`config.mk`:
```
export PLATFORM = sky130hd
export DESIGN_NAME = cache_fsm
export DESIGN_NICKNAME = d
export VERILOG_FILES = /design/src/rtl/cache_fsm.sv
export SDC_FILE = /design/constraint.sdc
export NUM_CORES = 1
export LEC_CHECK = 0
export BUFFER_PORTS_ARGS = -buffer_cell sky130_fd_sc_hd__buf_4
export CORE_AREA = 5 5 42 44
export CTS_BUF_LIST = sky130_fd_sc_hd__clkbuf_4
export CTS_CLUSTER_DIAMETER = 120
export CTS_CLUSTER_SIZE = 20
export DETAILED_ROUTE_END_ITERATION = 12
export DIE_AREA = 0 0 47 49
export PLACE_DENSITY = 0.67
export SLEW_MARGIN = 20
export SYNTH_ARGS = -nofsm -noshare
export SYNTH_HDL_FRONTEND = slang
export SYNTH_SLANG_ARGS = --single-unit
```
`constraint.sdc`:
```
create_clock -name clk -period 1.8 [get_ports clk]
set_input_delay 0.27 -clock clk [delete_from_list [all_inputs] [get_ports clk]]
set_output_delay 0.27 -clock clk [all_outputs]
set_load 0.02 [all_outputs]
```
`src/rtl/cache_fsm.sv`:
```
// Cache controller FSM: hit/miss detection, dirty write-back burst, refill burst and tag update.
// Bursts run word-by-word over a ready handshake; o_stall holds the core until the access hits.
module cache_fsm #(
    parameter int unsigned BLOCK_WORDS = 16,
    parameter int unsigned CNT_W       = $clog2(BLOCK_WORDS)
) (
    input  logic             clk,
    input  logic             arst,
    input  logic             i_start_cache,
    input  logic             i_write,
    input  logic             i_hit,
    input  logic             i_dirty,
    input  logic             i_mem_ready,
    output logic             o_stall,
    output logic             o_mem_wr_req,
    output logic             o_mem_rd_req,
    output logic [CNT_W-1:0] o_word_cnt,
    output logic             o_refill_we,
    output logic             o_tag_we,
    output logic             o_dirty_set
);

    typedef enum logic [1:0] {
        IDLE        = 2'd0,
        WRITE_BACK  = 2'd1,
        ALLOCATE    = 2'd2,
        REFILL_DONE = 2'd3
    } state_t;

    localparam logic [CNT_W-1:0] LAST_WORD = CNT_W'(BLOCK_WORDS - 1);

    state_t           r_state;
    logic [CNT_W-1:0] r_cnt;
    logic             w_last;

    assign w_last = (r_cnt == LAST_WORD);

    always_ff @(posedge clk or posedge arst) begin
        if (arst) begin
            r_state <= IDLE;
            r_cnt   <= '0;
        end else begin
            case (r_state)
                IDLE: begin
                    if (i_start_cache && !i_hit) begin
                        r_cnt   <= '0;
                        r_state <= i_dirty ? WRITE_BACK : ALLOCATE;
                    end
                end
                WRITE_BACK: begin
                    if (i_mem_ready) begin
                        if (w_last) begin
                            r_cnt   <= '0;
                            r_state <= ALLOCATE;
                        end else begin
                            r_cnt <= r_cnt + CNT_W'(1);
                        end
                    end
                end
                ALLOCATE: begin
                    if (i_mem_ready) begin
                        if (w_last) begin
                            r_cnt   <= '0;
                            r_state <= REFILL_DONE;
                        end else begin
                            r_cnt <= r_cnt + CNT_W'(1);
                        end
                    end
                end
                REFILL_DONE: r_state <= IDLE;
                default:     r_state <= IDLE;
            endcase
        end
    end

    // IDLE outputs are combinational so a hit completes with zero latency.
    always_comb begin
        o_stall      = 1'b0;
        o_mem_wr_req = 1'b0;
        o_mem_rd_req = 1'b0;
        o_refill_we  = 1'b0;
        o_tag_we     = 1'b0;
        o_dirty_set  = 1'b0;
        case (r_state)
            IDLE: begin
                o_stall     = i_start_cache & ~i_hit;
                o_dirty_set = i_start_cache & i_hit & i_write;
            end
            WRITE_BACK: begin
                o_stall      = 1'b1;
                o_mem_wr_req = 1'b1;
            end
            ALLOCATE: begin
                o_stall      = 1'b1;
                o_mem_rd_req = 1'b1;
                o_refill_we  = i_mem_ready;
            end
            REFILL_DONE: begin
                o_stall  = 1'b1;
                o_tag_we = 1'b1;
            end
            default: ;
        endcase
    end

    assign o_word_cnt = r_cnt;

endmodule
```
==> flow_metrics.tcl <==
set metrics [dict create \
    status "finished, final reports clean" \
    cp-end-kind "flip-flop" \
    p_sw_frac 0.450 \
    cts_resized 0 \
    fin_util 0.432 \
    finalHoldViolations 0 \
    hp-class "input pin to flip-flop" \
    cts_buffers 3 \
    rsz0062_at_grt "no" \
    p_leak_nw 0.319 \
    clk_latency_ns 0.24 \
    syn_nets 56 \
    wire_per_inst_um 12.7 \
    ys_seq_area_frac 0.353 \
    worst_ir_drop_vdd_mv 0.811 \
    path_class "flip-flop to flip-flop" \
    finalCritPeriodShare 0.918 \
    synth_warnings 0 \
    tightest_slew_ns 0.231 \
    drtIter0Drc 8 \
    regArea_um2 150 \
    path_cells "inv_1 -> ha_1 -> mux2i_1 -> a21o_1 -> a41o_1 -> a22o_1" \
    final_common_cell "buf_4" \
    track_usage 0.109 \
    htreeDepth 1 \
    slowest_delay_ns 0.39 \
    diodes 0 \
    cp_slowest_cell "dfrtp_1" \
    syn_to_final_growth_pct 42.4 \
    p_per_area_nw_per_um2 1740 \
    drive_gt1_frac 0.313 \
    antenna_found_initial 0 \
    finalSetupViolations 0 \
    core_area_um2 1400 \
    multi_input_area_um2 264 \
    cts_buffer_depth 2 \
    power_frac_seq 0.229 \
    overflow 0 \
    slew_violations 0 \
    io_pins 17 \
    avgSynthCellArea_um2 9.89 \
    clkPwrFrac 0.113 \
    cts_sinks 6 \
    cts_tree "built" \
    cts_hold_buffers 1 \
    tns_ns 0 \
    ys_ff_latch 6 \
    dr.pass1.iters 4 \
    viasPerCell 5.01 \
    post-cts-setup-buffers 0 \
    detail-route-antenna-nets 0 \
    skew_ns 0.000212 \
    grt_max_degree 8 \
    syn_area_um2 425 \
    dieArea_um2 2300 \
    port_buffers 16 \
    switchingPower_w 0.000475 \
    p_comb_frac 0.658 \
    num_rows 14 \
    n_fill_cell 147 \
    max_cap_viol_count 0 \
    grt_pass1_wl_um 1840 \
    period_needed_ns 1.65 \
    start_util 0.304 \
    fp.dieH_um 49 \
    yosysUniqueCellTypes 19 \
    num-nets-final 79 \
    netlist_instances 43 \
    path_max_fanout 5 \
    routed_wl_um 1020 \
    routabilityCongestion 0.759 \
    layout_common_cells "buf_4 (17), ha_1 (6), dfrtp_1 (6), nand2_1 (4), o21ai_0 (4)" \
    timing.fmax_mhz 605 \
    cp.arrival_ns 1.78 \
    internal-power_w 0.000580 \
    clk_pin_slew_ns 0.04 \
    grt_pass1_vias 395 \
    crit_path_start_kind "flip-flop" \
    drc 0 \
    max_slew_margin 0.846 \
    vias 401 \
    die_w_um 47 \
    cts_root_buf "clkbuf_4" \
    cp.required_ns 1.92 \
]
[flip-flops by register name, indices dropped and copies added (netlist names)]
register,flops
o_word_cnt,4
r_state,2
[per-stage QoR]
step	std cells	power [W]	area (um2)	hold slack (ns)	setup slack, ns
5_1_grt	80	0.00116	606	0.376	0.0429
2_1_floorplan	43	0.000695	425	0.0610	0.221
3_3_place_gp	76	0.000919	573	0.206	0.211
6_report	80	0.00106	606	0.352	0.147
3_5_place_dp	76	0.000937	573	0.210	0.152
4_1_cts	80	0.00107	606	0.340	0.148
[cell type report]
class / count / area share
Sequential cell: 6 / 0.248
Tap cell: 16 / 0.0331
Inverter: 3 / 0.0186
Timing Repair Buffer: 18 / 0.227
Multi-Input combinational cell: 34 / 0.436
Clock buffer: 3 / 0.0372
[Yosys cell counts, drive strengths merged]
| library cell | number | area share |
|---|---|---|
| a21o | 1 | 0.018 |
| nor2b | 1 | 0.015 |
| dfrtp | 6 | 0.35 |
| ha | 6 | 0.18 |
| a41o | 1 | 0.024 |
| nand4 | 1 | 0.015 |
| and4 | 1 | 0.021 |
| mux2i | 3 | 0.071 |
| and3 | 1 | 0.015 |
| o2111ai | 1 | 0.021 |
| nand2 | 4 | 0.035 |
| or2b | 1 | 0.018 |
| a31oi | 1 | 0.015 |
| o21ai | 4 | 0.047 |
| nor2 | 1 | 0.0088 |
| and2 | 3 | 0.044 |
| a22o | 3 | 0.062 |
| inv | 3 | 0.026 |
| o31ai | 1 | 0.018 |
[worst paths after layout]
kind                                from             to  slack, ns  cells past startpoint
hold reg to reg            o_word_cnt[1]  o_word_cnt[1]       0.58                      1
setup reg to reg              r_state[0]  o_word_cnt[3]       0.15                      6
setup / recovery              r_state[0]  o_word_cnt[3]       0.15                      6
max in group asynchronous           arst     r_state[0]       1.10                      3
min in group asynchronous           arst  o_word_cnt[1]       0.51                      3
hold / removal                   i_dirty     r_state[1]       0.35                      4
[worst max-delay path, delay by kind of cell (launching register included)]
kind / cells / cell delay, ns
DFF: 1 / 0.39
buffers and inverters: 1 / 0.14
AOI/OAI and AO/OA: 3 / 0.59
adders and majority gates: 1 / 0.28
muxes: 1 / 0.13
[power by group through the flow]
stage / Combinational, W / Sequential [W] / Clock (W)
floorplan: 0.000432 / 0.000264 / 0
CTS: 0.000701 / 0.000243 / 0.000127
global placement: 0.000676 / 0.000243 / 0
finish: 0.000694 / 0.000242 / 0.000119
detailed placement: 0.000692 / 0.000245 / 0
global route: 0.000767 / 0.000253 / 0.000144
[kinds of logic after synthesis]
kind of cell	share of synthesized area
AOI/OAI and AO/OA	0.203
muxes	0.0706
and+or+nand+nor	0.171
buffers and inverters	0.0265
DFF	0.353
adders and majority gates	0.176
[layer usage]
layer	track usage	vias up	wire length, um
met5	0	-	0
met4	0.0829	0	12
met3	0.0332	2	93
met2	0.133	18	484
met1	0.151	182	427
li1	-	199	-
Power figures use the tool's default switching activity.
